## src/rtl/regfile_mp.sv

```systemverilog
// Multi-port register file with a per-register busy scoreboard for multi-issue issue/writeback.
// Optional same-cycle write-to-read forwarding is enabled by defining REGFILE_BYPASS_EN.
module regfile_mp #(
  parameter int DATA_W = 32,
  parameter int ADDR_W = 5,
  parameter int NUM_RD = 2,
  parameter int NUM_WR = 2
) (
  input  logic                      clk,
  input  logic                      rst,
  input  logic [NUM_WR-1:0]         wen,
  input  logic [NUM_WR*ADDR_W-1:0]  waddr,
  input  logic [NUM_WR*DATA_W-1:0]  wdata,
  input  logic [NUM_RD*ADDR_W-1:0]  raddr,
  output logic [NUM_RD*DATA_W-1:0]  rdata,
  output logic [NUM_RD-1:0]         rbusy,
  input  logic                      rsv_en,
  input  logic [ADDR_W-1:0]         rsv_addr,
  output logic [ADDR_W:0]           busy_cnt
);

  localparam int DEPTH = 1 << ADDR_W;

  logic [DATA_W-1:0] regs_q [DEPTH];
  logic [DATA_W-1:0] regs_d [DEPTH];
  logic [DEPTH-1:0]  busy_q;
  logic [DEPTH-1:0]  busy_d;
  logic [ADDR_W:0]   busy_cnt_q;
  logic [ADDR_W:0]   busy_cnt_d;

  // Writes in ascending port order so the highest-index port wins a collision;
  // the reservation is applied last so a new producer outlives a same-cycle write.
  always_comb begin
    regs_d = regs_q;
    busy_d = busy_q;
    for (int k = 0; k < NUM_WR; k++) begin
      if (wen[k] && (waddr[k*ADDR_W +: ADDR_W] != '0)) begin
        regs_d[waddr[k*ADDR_W +: ADDR_W]] = wdata[k*DATA_W +: DATA_W];
        busy_d[waddr[k*ADDR_W +: ADDR_W]] = 1'b0;
      end
    end
    if (rsv_en && (rsv_addr != '0)) begin
      busy_d[rsv_addr] = 1'b1;
    end
    regs_d[0] = '0;
    busy_d[0] = 1'b0;
  end

  always_comb begin
    busy_cnt_d = '0;
    for (int i = 0; i < DEPTH; i++) begin
      busy_cnt_d = busy_cnt_d + (ADDR_W+1)'(busy_d[i]);
    end
  end

  always_ff @(posedge clk or posedge rst) begin
    if (rst) begin
      for (int i = 0; i < DEPTH; i++) begin
        regs_q[i] <= '0;
      end
      busy_q     <= '0;
      busy_cnt_q <= '0;
    end else begin
      for (int i = 0; i < DEPTH; i++) begin
        regs_q[i] <= regs_d[i];
      end
      busy_q     <= busy_d;
      busy_cnt_q <= busy_cnt_d;
    end
  end

  assign busy_cnt = busy_cnt_q;

  genvar gj;
  generate
    for (gj = 0; gj < NUM_RD; gj++) begin : g_rd
      logic [ADDR_W-1:0] ra;
      logic [DATA_W-1:0] rd_val;
      logic              rd_busy;

      assign ra = raddr[gj*ADDR_W +: ADDR_W];

`ifdef REGFILE_BYPASS_EN
      always_comb begin
        rd_val  = regs_q[ra];
        rd_busy = busy_q[ra];
        for (int k = 0; k < NUM_WR; k++) begin
          if (wen[k] && (waddr[k*ADDR_W +: ADDR_W] == ra) && (ra != '0)) begin
            rd_val  = wdata[k*DATA_W +: DATA_W];
            rd_busy = 1'b0;
          end
        end
      end
`else
      always_comb begin
        rd_val  = regs_q[ra];
        rd_busy = busy_q[ra];
      end
`endif

      // Outputs are held at zero for the whole reset, including any forwarded data.
      assign rdata[gj*DATA_W +: DATA_W] = rst ? '0 : rd_val;
      assign rbusy[gj]                  = rst ? 1'b0 : rd_busy;
    end
  endgenerate

endmodule

```

## config.mk

```make
export PLATFORM = sky130hd
export DESIGN_NAME = regfile_mp
export DESIGN_NICKNAME = d
export VERILOG_FILES = /design/src/rtl/regfile_mp.sv
export SDC_FILE = /design/constraint.sdc
export NUM_CORES = 2
export LEC_CHECK = 0
export CAP_MARGIN = 5
export CORE_AREA = 2 2 515 517
export DETAILED_ROUTE_END_ITERATION = 10
export DIE_AREA = 0 0 517 519
export GPL_TIMING_DRIVEN = 0
export PLACE_DENSITY = 0.38
export SYNTH_ARGS = -nofsm -noshare
export SYNTH_HDL_FRONTEND = slang
export SYNTH_SLANG_ARGS = --single-unit
```

## constraint.sdc

```tcl
create_clock -name clk -period 41 [get_ports clk]
set_clock_uncertainty 0.2 [all_clocks]
set_input_delay 4.1 -clock clk [delete_from_list [all_inputs] [get_ports clk]]
set_output_delay 4.1 -clock clk [all_outputs]
set_load 0.02 [all_outputs]
```

======== Word level (Yosys, flattened, before mapping) ========
Cells that the tools add are included.
word-level totals
  bits of input ports ..................... 94
  logic and storage cells ................. 128
  bits in registers ....................... 1029
  output and inout bits ................... 72
cells by class
  reduce and logical (&&, ||, !) cells .... 11
  bitwise operators ....................... 9
  magnitude comparators ................... 14
  multiplexer cells ....................... 31
  add/sub/neg operators ................... 30
operator list
  cell                  number
  $bwmux W1024          2
  $mux W1024            1
  $mux W992             1
  $mux W32              11
  $bmux W32 S5          2
  $demux W32 S5         2
  $add A6 B1 Y6         25
  $and A32 B32 Y32      2
  $not A32 Y32          2
  $or A32 B32 Y32       1
  $lt A5 B6 Y1 const B  5
  $ge A6 B6 Y1 const B  4
  $not A5 Y6            4
  $demux W1 S5          3
  $ge A5 B1 Y1 const B  3
  $reduce_bool A5 Y1    3
  $lt A6 B1 Y1 const B  2
  $bmux W1 S5           2
  $logic_and A1 B1 Y1   8
  $mux W1               7
  $add A5 B1 Y6         1
  $add A4 B1 Y5         1
  $add A3 B1 Y4         1
  $add A2 B1 Y3         1
  $add A1 B1 Y2         1

======== Longest topological paths before layout ========
  word-level depth ........................ 41
  gate-level depth with buffers ........... 22
  depth with buffers taken out ............ 20

======== Least setup slack after synthesis ========
Ideal clock, no wire load.
  path type ............................... input -> output
  from .................................... input port raddr[6]
  to ...................................... output port rbusy[1]
  arrival ................................. 5.950 ns
  buffers on the path ..................... 4
  setup slack ............................. 30.750 ns
  cell stages on the path ................. 7
  required time ........................... 36.700 ns
  cell sequence ........................... buf_4 -> buf_6 -> buf_4 -> buf_6 -> o311ai_0 -> a211oi_1 -> a2111oi_1
on the way
  word-level cells in the longest chain between the ends .. 3
RTL lines
  item                           line  text
  start: declaration             14    input logic [NUM_RD*ADDR_W-1:0] raddr,
  $bmux W1 S5                    97    rd_busy = busy_q[ra];
  $mux W1 (implied by the code)  97
  $mux W1                        103   assign rbusy[gj] = rst ? 1'b0 : rd_busy;
  end: declaration               16    output logic [NUM_RD-1:0] rbusy,
Every way passes these cells. The select of a mux whose other input is x is not followed.

======== Worst setup path in the final report ========
  from .................................... input port raddr[8]
  to ...................................... output port rdata[51]
on the way
  word-level cells in the longest chain between the ends .. 5
RTL lines
  item                                         line  text
  $not A5 Y6 (implied by the code)             96    rd_val = regs_q[ra];
  $bmux W32 S5                                 96
  $mux W32 (implied by the code) (2 in a row)  96
  $mux W32                                     102   assign rdata[gj*DATA_W +: DATA_W] = rst ? '0 : rd_val;
  end: declaration                             15    output logic [NUM_RD*DATA_W-1:0] rdata,
Every way passes these cells. The select of a mux whose other input is x is not followed.

==> results.toml <==
[critical_path]
worstReg2RegEnd = "busy_cnt[4]"
crit_end = "rdata[51]"
path_cells = "clkdlybuf4s50_1 > clkbuf_1 > nand3_1 > clkbuf_1 > o221ai_1 > a21oi_1 > a221oi_1 > clkdlybuf4s50_1"
critPathBufInv = 4
reg2reg_slack_ns = 35.17
required_ns = 36.70
arrival_ns = 9.87
slowest_stage = "a221oi_1"
path_delay_family = "buffers and inverters"
critPathMaxFanout = 10
critPathLaunchType = "input pin"
path_depth = 8
reg2reg_depth = 15
rr_startpoint = "busy_q[16]"
slowest_delay_ns = 1.37
critPathLaunch = "raddr[8]"
endpoint_kind = "primary output"
crit_type = "input pin to primary output"

[global_routing]
grt_overflow = 0
grt_max_degree = 119
grt_pass1_wl_um = 479000
antenna_found_initial = 31
grtUsageTotal_pct = 26.2
grt_pass1_vias = 54800

[timing]
finalSetupViolations = 0
tightest_slew_ns = 1.58
fin_crit_ns = 14.17
rsz0062_at_grt = "false"
fin_crit_sh_pct = 34.6
slew_headroom_pct = -5.62
max_freq_mhz = 70.6
hold_ws_ns = 0.365
slew_violations = 19
hold_viol = 0

[drt]
viasPerCell = 5.42
via_count = 55700
drcViolationCount = 0
wirelength_um = 361000
ant_nets = 0
first_pass_iters = 6
initialDrtViolationCount = 6774
wl_per_cell_um = 35.1

[pwr]
leakagePower_nw = 33.0
power_switching_mw = 1.46
p_per_area_nw_per_um2 = 53.2
power.total_mw = 4.05
p_clk_share_pct = 29.8
swShare_pct = 36.1
p_int_mw = 2.59
comb_power_share_pct = 31.0
pwr-share-seq_pct = 39.1
vdd_drop_max_mv = 0.101

[finish]
drive_gt1_share_pct = 12.7
final_area_um2 = 76000
area_delta_synth_final_pct = 16.4
fin_util_pct = 28.8
fin_nets = 6757

[clocking]
cts_tree = "built"
cts_buffer_depth = 3
numCtsBuffers = 132
cts.sinks = 1029
post_cts_buffers = 0
clkTransAtPathRegs_ns = 0.06
htreeDepth = 4
clkLatencyLatePin_ns = 0.80
clockRootBuffer = "clkbuf_16"
post_cts_resized = 0
cts_hold_buffers = 0

[die]
dieWidth_um = 517
die_y_um = 519
dieArea_um2 = 268000
num_io_pins = 166
rows = 189
initial_core_util_pct = 24.8
core_um2 = 263000

[status]
violations = "capacitance limit, slew limit"
outcome = "finished, violations left"

[hold_path]
hp-class = "flip-flop to flip-flop"
hp-start = "busy_q[14]"

[placed_design]
placed_area_um2 = 71700
gp_congestion = 1.04
port_buffers = 151
dp_hpwl_um = 297000

[synthesis]
post-synth-top-area-fraction_pct = 39.4
yosysSeqAreaShare_pct = 39.4
synth_edf_count = 0
synthCells = 6330
synthMostInstantiatedCell = "mux2i_1"
ys.flop_type = "dfrtp_1"
yosys-top-cells-area = "dfrtp_1 (39%), mux2i_1 (20%), mux4_2 (12%)"
synth_top_cell_by_area = "dfrtp_1"
synth_cell_type_count = 57
syn_nets = 6454
synth_area_per_cell_um2 = 10.3
ys_warn_count = 0
synth.top_cells.by_count = "mux2i_1 (1319), dfrtp_1 (1029), a21oi_1 (737)"
async_flop_share_pct = 100
netlist_area_um2 = 65300
ys_seq_elements = 1029

[job]
max-cap-violations = 2
==> how the worst min path moves through the flow <==
stage          slack (ns)    endpoint  cells after the start
2_1_floorplan        0.30  busy_q[14]                      1
3_3_place_gp         0.33  busy_q[14]                      1
3_5_place_dp         0.35  busy_q[14]                      1
4_1_cts              0.36  busy_q[14]                      1
5_1_grt              0.39  busy_q[14]                      1
6_report             0.36  busy_q[14]                      1
==> power by group through the flow <==
stage / registers (mW) / clock network, mW / logic [mW]
after global routing: 1.61 / 1.26 / 1.37
after detailed placement: 1.58 / 0 / 1.24
after CTS: 1.56 / 1.23 / 1.24
after global placement: 1.57 / 0 / 1.22
after floorplan: 1.46 / 0 / 0.880
final: 1.58 / 1.21 / 1.26
==> state kept, by name, indices dropped and copies added, names as in the netlist <==
name and flops:
busy_cnt 6, busy_q 31, regs_q 992
==> placed cells by master (no fill, tap or decap), types with 33 or more instances in the layout <==
cell type / n
mux2i_1: 1319
dfrtp_1: 1029
a21oi_1: 737
nor2_1: 686
clkbuf_1: 525
nand2_1: 386
o21ai_0: 358
mux4_2: 334
clkdlybuf4s50_1: 151
buf_2: 140
clkbuf_16: 139
a221oi_1: 103
nor2b_1: 79
mux2_2: 68
buf_4: 62
buf_1: 40
inv_1: 39
a22oi_1: 36
nor3_1: 35
a31oi_1: 33
a221o_1: 33
==> cells by family after synthesis <==
| kind of cell | share of synthesized area, % |
|---|---|
| compound gates | 13.3 |
| fa+ha+maj | 0.839 |
| buf+inv | 5.38 |
| simple gates | 8.09 |
| xor+xnor | 0.0403 |
| mux | 32.9 |
| flops | 39.4 |
==> area by class of cell <==
class / count / area [um^2]
multi-input cells: 4507 / 36000
plain buffers: 753 / 3360
inverters: 41 / 161
diodes: 21 / 52.6
repair buffers: 169 / 1950
fillers: 27800 / 187000
clock buffers: 200 / 3960
flip-flops and latches: 1029 / 25700
clock inverters: 25 / 297
well taps: 3533 / 4420
==> routing by layer <==
metal / GRT usage [%] / share of wire (%)
met4: 13.0 / 5.7
met1: 34.4 / 42
met3: 5.59 / 7.7
met2: 40.7 / 45
met5: 0 / 0.015
==> through the flow <==
step / TNS [ns] / cells / worst slack (ns)
4_1_cts: 0 / 10300 / 27.11
3_3_place_gp: -9233.38 / 10000 / -9.09
5_1_grt: 0 / 10300 / 27.19
6_report: 0 / 10300 / 26.83
2_1_floorplan: 0 / 6330 / 7.46
3_5_place_dp: 0 / 10000 / 27.10
No activity file was read; power rests on OpenSTA's default activity.
